File: src/rtl/benes_pkg.sv
// benes_pkg: shared constants and types for the 16x16 Benes network control path.
package benes_pkg;
    localparam int N_PORTS      = 16;
    localparam int SW_PER_STAGE = N_PORTS / 2;
    localparam int STAGES       = 2 * $clog2(N_PORTS) - 1;
    localparam int CNT_W        = $clog2(STAGES);

    typedef logic [SW_PER_STAGE-1:0] stage_cfg_t;
    typedef stage_cfg_t [STAGES-1:0] net_cfg_t;
    typedef enum logic {LOAD, FULL} loader_state_t;
endpackage

File: src/rtl/benes_cfg_loader.sv
// benes_cfg_loader: streams per-stage switch words into a shadow bank and
// commits the full network configuration atomically on a frame_sync boundary.
module benes_cfg_loader
    import benes_pkg::*;
(
    input  logic                                    clk,
    input  logic                                    rst,
    input  logic                                    cfg_valid,
    output logic                                    cfg_ready,
    input  logic [SW_PER_STAGE-1:0]                 cfg_data,
    input  logic                                    cfg_last,
    input  logic                                    frame_sync,
    output logic [STAGES-1:0][SW_PER_STAGE-1:0]     switch_set,
    output logic                                    commit_pulse,
    output logic                                    cfg_active,
    output logic                                    cfg_err
);
    loader_state_t    state_q, state_d;
    logic [CNT_W-1:0] cnt_q, cnt_d;
    net_cfg_t         shadow_q, shadow_d;
    net_cfg_t         live_q, live_d;
    logic             commit_q, commit_d;
    logic             active_q, active_d;
    logic             err_q, err_d;
    logic             last_slot;

    assign last_slot = cnt_q == CNT_W'(STAGES - 1);

    always_comb begin
        state_d  = state_q;
        cnt_d    = cnt_q;
        shadow_d = shadow_q;
        live_d   = live_q;
        commit_d = 1'b0;
        active_d = active_q;
        err_d    = 1'b0;
        if (state_q == LOAD && cfg_valid) begin
            shadow_d[cnt_q] = cfg_data;
            if (cfg_last && last_slot) begin
                state_d = FULL;
                cnt_d   = '0;
            end else if (cfg_last || last_slot) begin
                // Framing error: drop the partial load and restart at stage 0.
                err_d = 1'b1;
                cnt_d = '0;
            end else begin
                cnt_d = cnt_q + 1'b1;
            end
        end
        if (state_q == FULL && frame_sync) begin
            live_d   = shadow_q;
            commit_d = 1'b1;
            active_d = 1'b1;
            state_d  = LOAD;
        end
    end

    always_ff @(posedge clk or posedge rst) begin
        if (rst) begin
            state_q  <= LOAD;
            cnt_q    <= '0;
            shadow_q <= '0;
            live_q   <= '0;
            commit_q <= 1'b0;
            active_q <= 1'b0;
            err_q    <= 1'b0;
        end else begin
            state_q  <= state_d;
            cnt_q    <= cnt_d;
            shadow_q <= shadow_d;
            live_q   <= live_d;
            commit_q <= commit_d;
            active_q <= active_d;
            err_q    <= err_d;
        end
    end

    assign cfg_ready    = state_q == LOAD;
    assign switch_set   = live_q;
    assign commit_pulse = commit_q;
    assign cfg_active   = active_q;
    assign cfg_err      = err_q;
endmodule

File: config.mk
export PLATFORM = sky130hd
export DESIGN_NAME = benes_cfg_loader
export DESIGN_NICKNAME = d
export VERILOG_FILES = /design/src/rtl/benes_pkg.sv /design/src/rtl/benes_cfg_loader.sv
export SDC_FILE = /design/constraint.sdc
export NUM_CORES = 1
export LEC_CHECK = 0
export CORE_ASPECT_RATIO = 0.6
export CORE_MARGIN = 2
export CORE_UTILIZATION = 45
export DETAILED_ROUTE_END_ITERATION = 10
export PLACE_DENSITY = 0.77
export SKIP_CTS_REPAIR_TIMING = 1
export SYNTH_ARGS = -nofsm -noshare
export SYNTH_HDL_FRONTEND = slang
export SYNTH_SLANG_ARGS = --single-unit
File: constraint.sdc
create_clock -name clk -period 5.05 [get_ports clk]
set_input_delay 1.2625 -clock clk [delete_from_list [all_inputs] [get_ports clk]]
set_output_delay 1.2625 -clock clk [all_outputs]
set_load 0.05 [all_outputs]
==> summary.md <==
| Metric | Value |
|---|---|
| Status | `finished clean` |
| Chip Width | `134 µm` |
| Clk sinks | `119` |
| HPWL reported at the end of detailed placement | `6010 µm` |
| Final Critical Period | `3150 ps` |
| Final setup viols | `0` |
| CP Cell Sequence | `inv_1 -> clkdlybuf4s50_1` |
| Worst-Margin Slew | `1140 ps` |
| Crit. End Element | `output pin` |
| Seq/Total Area, Yosys | `64.9%` |
| Max-cap check violation count | `0` |
| Fmax | `0.318 GHz` |
| Worst slew margin | `23.6%` |
| Routed via count | `2600` |
| Mean Syn Cell Area | `16.4 µm²` |
| # diodes | `0` |
| Layout cells sized above 1 | `39.9%` |
| Register bit total from synthesis | `119` |
| Initial antenna violation count | `0` |
| IO buf count | `72` |
| 1st-pass router iterations | `4` |
| Post-synth ARST share | `100%` |
| CTS tree | `done` |
| Gr usage total | `18.1%` |
| Reg clk slew, reported paths | `50 ps` |
| Critical path fanouts, max | `8` |
| Num CTS Buffers | `17` |
| P_leak | `2.82 nW` |
| Clk Latency, worst-skew pair | `410 ps` |
| Hold Vio Cnt, Final | `0` |
| Post-route ant nets | `0` |
| H-tree lvl count | `4` |
| Number of global-route vias before repair | `2675` |
| Total grt overflow | `0` |
| Nets | `382` |
| WL per Instance | `18.1 µm` |
| # DRC | `0` |
| FF-to-FF setup slack | `2820 ps` |
| Clock Skew | `9.73 ps` |
| Main synth FF type | `dfrtp_1` |
| Clock tree buffer depth | `2` |
| Crit path kind | `flop to output pin` |
| RSZ-0062 raised after global routing | `false` |
| First-pass GRT wire length | `14400 µm` |
| Row cnt | `28` |
| Pwr dens | `464 nW/µm²` |
| Netlist cell types | `24` |
| CORE AREA | `9880 µm²` |
| DR iter-0 viols | `74` |
| Slowest stage delay, CP | `820 ps` |
| Critical Path AT | `1880 ps` |
| Final Max Slew Viols | `0` |
| Hold Path Class | `flop to flop` |
| Slowest-stage cell, CP | `clkdlybuf4s50_1` |
| Starting Density | `46.4%` |
| Number of synthesized flops with an enable pin | `0` |
| Final GP Congestion | `0.792` |
| Final setup TNS | `0 ps` |
| Root buf cell | `clkbuf_16` |
| Part of the cycle the worst path needs | `62.3%` |
| Vias per inst | `5.12` |
| Yosys warns | `0` |
| Mapped Area | `4590 µm²` |
| Die Ht | `82.2 µm` |
| Routed WL | `9180 µm` |
| Top Ports | `73` |
| Peak VDD IR | `0.284 mV` |
| Cells after synthesis | `279` |
| Synth-to-layout area growth | `30.1%` |
| Worst Setup Start Kind | `flop` |
| Final hold slack | `470 ps` |
| Post-Syn Nets | `297` |
| Largest net degree at the start of global routing | `61` |
| Die ar. | `11000 µm²` |
| Required @ worst endpoint | `3790 ps` |
cell usage after synthesis, drive strengths merged (2+ instances only):
cell type	n	area [µm²]
and2	2	12.5
buf	9	50.0
dfrtp	119	2980
ha	5	62.6
inv	7	26.3
mux2	112	1260
nand2	4	15.0
nand2b	4	32.5
nand4	2	12.5
nor2	2	10.0
nor3	2	32.5
nor3b	2	20.0
o21ai	2	10.0
power by group:
part	leakage (nW)	switching [W]	total (W)	internal (W)
clock network	0.260	0.000383	0.00104	0.000661
logic	0.980	0.000227	0.000451	0.000224
registers	1.58	0.000114	0.00128	0.00116
total	2.82	0.000723	0.00277	0.00205
cells by family after synthesis:
group | share of synthesized area, %
multiplexers | 27.5
AO/OA/AOI/OAI | 0.710
flip-flops | 64.9
adder cells (fa/ha/maj) | 1.36
buffers and inverters | 1.66
AND/OR/NAND/NOR | 3.82
area by class of cell:
cell class,count,area [µm²]
Sequential cell,119,2980
Clock inverter,5,25.0
Multi-Input combinational cell,144,1530
Inverter,7,28.8
Clock buffer,23,488
Tap cell,135,169
Fill cell,766,3910
Timing Repair Buffer,75,743
state kept, by name, summed over array words and instances, names as in the netlist:
name and cells:
cnt_q 3, commit_pulse 1, shadow_q 56, cfg_active 1, switch_set 56, state_q 1
cfg_err 1
critical path, delay by kind of cell, from the launching register on:
family,cells,cell delay (ps)
flops,1,500
buf+inv,2,980
through the flow:
stage | worst slack, ps | area, µm² | std cells | utilization [%] | power [W]
after detailed placement | 1600 | 5450 | 480 | 55.2 | 0.00174
after floorplan | 630 | 4590 | 279 | - | 0.00159
final | 1900 | 5970 | 508 | 60.4 | 0.00277
after CTS | 1890 | 5970 | 508 | 60.4 | 0.00280
after global routing | 1860 | 5970 | 508 | 60.4 | 0.00289
after global placement | 1670 | 5450 | 480 | 55.2 | 0.00172
layer usage:
| layer | vias to the layer above | share of wire, % | track usage, % |
|---|---|---|---|
| met3 | 9 | 5.2 | 6.17 |
| li1 | 1160 | - | - |
| met5 | - | 0 | 0 |
| met4 | 0 | 1.2 | 7.37 |
| met1 | 1356 | 49 | 24.7 |
| met2 | 75 | 45 | 27.1 |
cell usage in the layout (no fill, tap or decap), types with 3 or more instances in the layout:
master           Yosys  final
nand2b_1             3      3
inv_1                7      6
clkinv_2             0      5
nand2_1              4      3
mux2_2             112    112
dfrtp_1            119    119
clkbuf_8             0      4
clkbuf_16            0     17
clkdlybuf4s50_1      0     72
ha_1                 5      5
buf_4                2      3
final timing paths:
kind,start,to,cells after the start
max reg2reg,state_q$_DFFE_PP0P_,switch_set[12]$_DFFE_PP0P_,3
min,cfg_active$_DFFE_PP0P_,cfg_active$_DFFE_PP0P_,1
min in group asynchronous,rst,shadow_q[20]$_DFFE_PP0P_,2
min reg2reg,cfg_active$_DFFE_PP0P_,cfg_active$_DFFE_PP0P_,1
max in group asynchronous,rst,shadow_q[22]$_DFFE_PP0P_,3
max,state_q$_DFFE_PP0P_,cfg_ready,2
No activity file was read; power rests on OpenSTA's default activity.
==> patch 1 (same flow settings) <==
The package constant `N_PORTS` goes from 16 to 32.
--- a/src/rtl/benes_pkg.sv
+++ b/src/rtl/benes_pkg.sv
@@ -1,5 +1,5 @@
 // benes_pkg: shared constants and types for the 16x16 Benes network control path.
 package benes_pkg;
-    localparam int N_PORTS      = 16;
+    localparam int N_PORTS      = 32;
     localparam int SW_PER_STAGE = N_PORTS / 2;
     localparam int STAGES       = 2 * $clog2(N_PORTS) - 1;
Interface: changed (resized cfg_data and switch_set); port bits go from 73 to 169. No check against the original RTL was run, so the function may have changed too.
==> patch 1 against the original RTL <==
Highest routed layer unchanged; sequential cell count is 177 higher; design area is 140% higher; power up 150%; synthesized cell count rose by 140%; count of clock-buffer cells in the layout increased by 9; largest cell class unchanged; via count is 130% higher; global-route usage is 0.42 points higher; worst setup slack worse by 0.11 ns; routed wire length rose to 2.6 times the old value; area after synthesis up 150%; non-clock buffer count is 97 higher; critical endpoint is now switch_set[38]; fmax decreased by 3.4%.
==> patch 1: results (changes against the original RTL) <==
Total Wirelength 23820 um (was 9175 um); nets@finish 864 (was 382); ratio of cells with drive above 1 in the final layout 0.4058 (was 0.3995); sequential-to-total area share from yosys stat 0.6537 (was 0.6494); gr usage total 0.1856 (was 0.1815); antenna violations before repair 1 (was 0); Initial DRC Count 323 (was 74); hold path startpoint shadow_q[34] (was cfg_active); critical path's slowest cell inv_2 (was clkdlybuf4s50_1); WP data arrival 3.67 ns (was 1.88 ns); Synth warnings 0 (unchanged); worst hold path type reg2reg (unchanged); IO buf count 168 (was 72); clock buffer depth 3 (was 2); Synth area leaders dfrtp_1, mux2_2, mux2_4 (was dfrtp_1, mux2_2, ha_1); pin count of the biggest net entering global routing 161 (was 61); DP Wirelength 15400 um (was 6012 um); FILL cells 1918 (was 766); CP Max Fanout 41 (was 8); H-tree Lvls 1 (was 4); first-pass GRT wire length 37930 um (was 14390 um); placed cell area 13290 sq um (was 5453 sq um); Net Count, Synth 690 (was 297); maximum vdd drop 0.2926 mV (was 0.2838 mV); commonest cells in the netlist dfrtp_1, mux2_2, buf_2 (was dfrtp_1, mux2_2, buf_2, inv_1, ha_1); Unique masters post-synth 34 (was 24); P_leak 6.820 nW (was 2.818 nW); CTS buffer count 27 (was 17); vias in the first global route 6350 (was 2675); status finished clean (unchanged); Worst-Skew Late Latency 0.53 ns (was 0.41 ns); measured slew at the worst slew-check pin 1.183 ns (was 1.142 ns); Final Wtd Congestion 0.7609 (was 0.7917); DR vias 6065 (was 2600); crit-path max cell delay 0.74 ns (was 0.82 ns); clk root buf clkbuf_16 (unchanged); Clock Skew 0.01081 ns (was 0.009726 ns); crit path launch frame_sync (was state_q); Worst-path clk slew 0.06 ns; ys async rst share 1.000 (unchanged); largest delay contributor family on the critical path buffers and inverters (unchanged)
-- patch 1: changes by cell type after synthesis, sizes merged, moves of 4 or more --
cell and delta:
dfrtp +177, mux2 +176, buf +18, nor2 +4
nand2 +4
-- patch 1: layout make-up --
class	count	share of cell area
clock buffer	32	0.04998
clock inverter	16	0.02057
inverter	8	0.002363
multi-input combinational	331	0.2593
sequential	296	0.5182
tap	322	0.02818
timing repair buffer	172	0.1215
-- patch 1: logic make-up after synthesis --
| logic type | synth area share |
|---|---|
| muxes | 0.2895 |
| buffers and inverters | 0.01988 |
| and+or+nand+nor | 0.02518 |
| AOI/OAI and AO/OA | 0.003976 |
| adders and majority gates | 0.007729 |
| DFF | 0.6537 |
-- patch 1: routing by layer --
| layer | GRT usage | wire, um | vias up |
|---|---|---|---|
| li1 | - | - | 2688 |
| met1 | 0.2890 | 11760 | 3186 |
| met2 | 0.2573 | 9839 | 164 |
| met3 | 0.05843 | 1900 | 27 |
| met4 | 0.02899 | 317 | 0 |
| met5 | 0 | 0 | - |
-- patch 1: worst paths after layout --
path,to,slack [ns],depth (start not counted)
setup / recovery,switch_set[38],1.79,5
hold / removal,shadow_q[34],0.49,1
setup reg to reg,switch_set[38],2.38,4
hold reg to reg,shadow_q[34],0.49,1
max in group asynchronous,shadow_q[21],3.04,3
min in group asynchronous,switch_set[75],1.26,3
-- patch 1: worst register-to-register path, delay by kind of cell (launching register included) --
kind | cells | cell delay [ns]
muxes | 1 | 0.38
buffers and inverters | 2 | 1.18
and+or+nand+nor | 1 | 0.42
DFF | 1 | 0.57
-- patch 1: through the flow --
stage / hold slack, ns / util / cells / total power, mW / worst slack [ns]
floorplan: 0.4522 / - / 662 / 4.167 / -0.1436
global placement: 0.4538 / 0.5436 / 1129 / 4.592 / 1.261
detailed placement: 0.4734 / 0.5436 / 1129 / 4.640 / 1.200
CTS: 0.4907 / 0.5848 / 1177 / 6.966 / 1.775
global route: 0.5127 / 0.5848 / 1177 / 7.217 / 1.657
finish: 0.4854 / 0.5848 / 1177 / 6.896 / 1.792
-- patch 1: report_power, final --
part / switching, mW / internal, mW / leakage (nW)
combinational: 0.777 / 0.647 / 2.37
clock: 0.884 / 1.42 / 0.492
sequential: 0.271 / 2.89 / 3.96
==> patch 2 (same settings) <==
Without the edit above. Register the input `cfg_last` before use. The logic sees it one clock later. The other inputs are not delayed to match.
--- a/src/rtl/benes_cfg_loader.sv
+++ b/src/rtl/benes_cfg_loader.sv
@@ -16,4 +16,11 @@
     output logic                                    cfg_err
 );
+
+    logic cfg_last_q;
+
+    always_ff @(posedge clk) begin
+        cfg_last_q <= cfg_last;
+    end
+
     loader_state_t    state_q, state_d;
     logic [CNT_W-1:0] cnt_q, cnt_d;
@@ -37,8 +44,8 @@
         if (state_q == LOAD && cfg_valid) begin
             shadow_d[cnt_q] = cfg_data;
-            if (cfg_last && last_slot) begin
+            if (cfg_last_q && last_slot) begin
                 state_d = FULL;
                 cnt_d   = '0;
-            end else if (cfg_last || last_slot) begin
+            end else if (cfg_last_q || last_slot) begin
                 // Framing error: drop the partial load and restart at stage 0.
                 err_d = 1'b1;
Behaviour: not the same (Yosys sat finds a counterexample within 4 cycles, from zero or initial values and one cycle with rst high).
==> patch 2 against the original RTL <==
Design area grew 1.7%; global-route usage grew 0.32 points; cell count grew 0.79%; power grew 9.5%; hold slack lost 0.00093 ns; sequential cell count grew 1; worst setup slack gained 0.0047 ns; count of clock-buffer cells in the layout shrank 1; area after synthesis grew 0.44%; routed wire length shrank 0.68%; register-to-register slack gained 0.15 ns; non-clock buffer count shrank 1.
==> patch 2: results (changes against the original RTL) <==
met1 layer usage reported by global route 0.2608 (was 0.2471); bufs w/o clock 74 (was 75); reg2reg setup slack 2.97 ns (was 2.82 ns); Total Wirelength 9113 um (was 9175 um); Switching Power 0.8007 mW (was 0.7234 mW); Non-CTS inverters 7 (unchanged); ratio of cells with drive above 1 in the final layout 0.4005 (was 0.3995); Unique masters post-synth 25 (was 24); dpl ws 1.759 ns (was 1.603 ns); multi-input logic cell count 144 (unchanged); Routed met3 length 467 um (was 478 um); via/cell ratio 5.053 (was 5.118); syn_area_per_cell 16.45 sq um (was 16.44 sq um); DR WL met2 3913 um (was 4103 um); total power draw 3.035 mW (was 2.771 mW); first-pass GRT wire length 14790 um (was 14390 um); Net Count, Synth 298 (was 297); Initial DRC Count 75 (was 74); met2 usage 0.2724 (was 0.2709); Sequential Power Share 0.430 (was 0.461); DP Wirelength 5961 um (was 6012 um); clk pwr 1.20 mW (was 1.04 mW); adder-cell share of the synthesized area 0.01358 (was 0.01364); pin count of the biggest net entering global routing 71 (was 61); measured slew at the worst slew-check pin 0.8449 ns (was 1.142 ns); area share of buffers outside the clock network 0.1233 (was 0.1246); TritonCTS sink count 120 (was 119); M3 GR Usage 0.05739 (was 0.06166); register area 2998 sq um (was 2978 sq um); WP data arrival 1.88 ns (about the same); routed metal-1 wirelength 4617 um (was 4479 um); critical path's slowest cell clkdlybuf4s50_1 (unchanged); Final Wtd Congestion 0.7845 (was 0.7917); sequential-to-total area share from yosys stat 0.6509 (was 0.6494); ClkCell Share 0.09713 (was 0.08599); P_leak 2.853 nW (was 2.818 nW); multiplexer share of the synthesized area 0.2738 (was 0.2750); vias in the first global route 2775 (was 2675); maximum vdd drop 0.2601 mV (was 0.2838 mV); Synth Area in Compound Gates 0.007063 (was 0.007094); DR vias 2587 (was 2600); ys async rst share 0.9917 (was 1.000); Worst-Skew Late Latency 0.40 ns; Synth area leaders dfrtp_1, mux2_2, ha_1 (unchanged); Clock Skew 0.004344 ns (was 0.009726 ns); fin crit share 0.6221 (was 0.6230); status finished clean (unchanged); gr usage total 0.1847 (was 0.1815); FILL cells 728 (was 766); CLK BUF 22 (was 23); Inst Count DP 480 (unchanged)
-- patch 2: cell count changes in the layout (fill, tap and decap cells not counted) --
| cell | delta |
|---|---|
| buf_12 | +1 |
| buf_4 | -2 |
| bufinv_16 | +3 |
| clkbuf_1 | +1 |
| clkbuf_8 | -2 |
| clkinv_2 | +2 |
| dfxtp_1 | +1 |
-- patch 2: final timing paths --
| check | startpoint | end | cells after the start |
|---|---|---|---|
| min in group asynchronous | rst | switch_set[33] | 2 |
| worst min register to register | cfg_active | cfg_active | 1 |
| max in group asynchronous | rst | switch_set[24] | 3 |
| worst max-delay path | state_q | cfg_ready | 2 |
| worst min-delay path | cfg_active | cfg_active | 1 |
| worst max register to register | state_q | switch_set[22] | 3 |
-- patch 2: metrics by stage --
stage,util,instance area [sq um],hold slack (ns)
after global placement,0.5525,5478,0.4483
after CTS,0.6119,6067,0.4716
after floorplan,-,4606,0.4749
final,0.6119,6067,0.4695
after detailed placement,0.5525,5478,0.4573
after global routing,0.6119,6067,0.4982
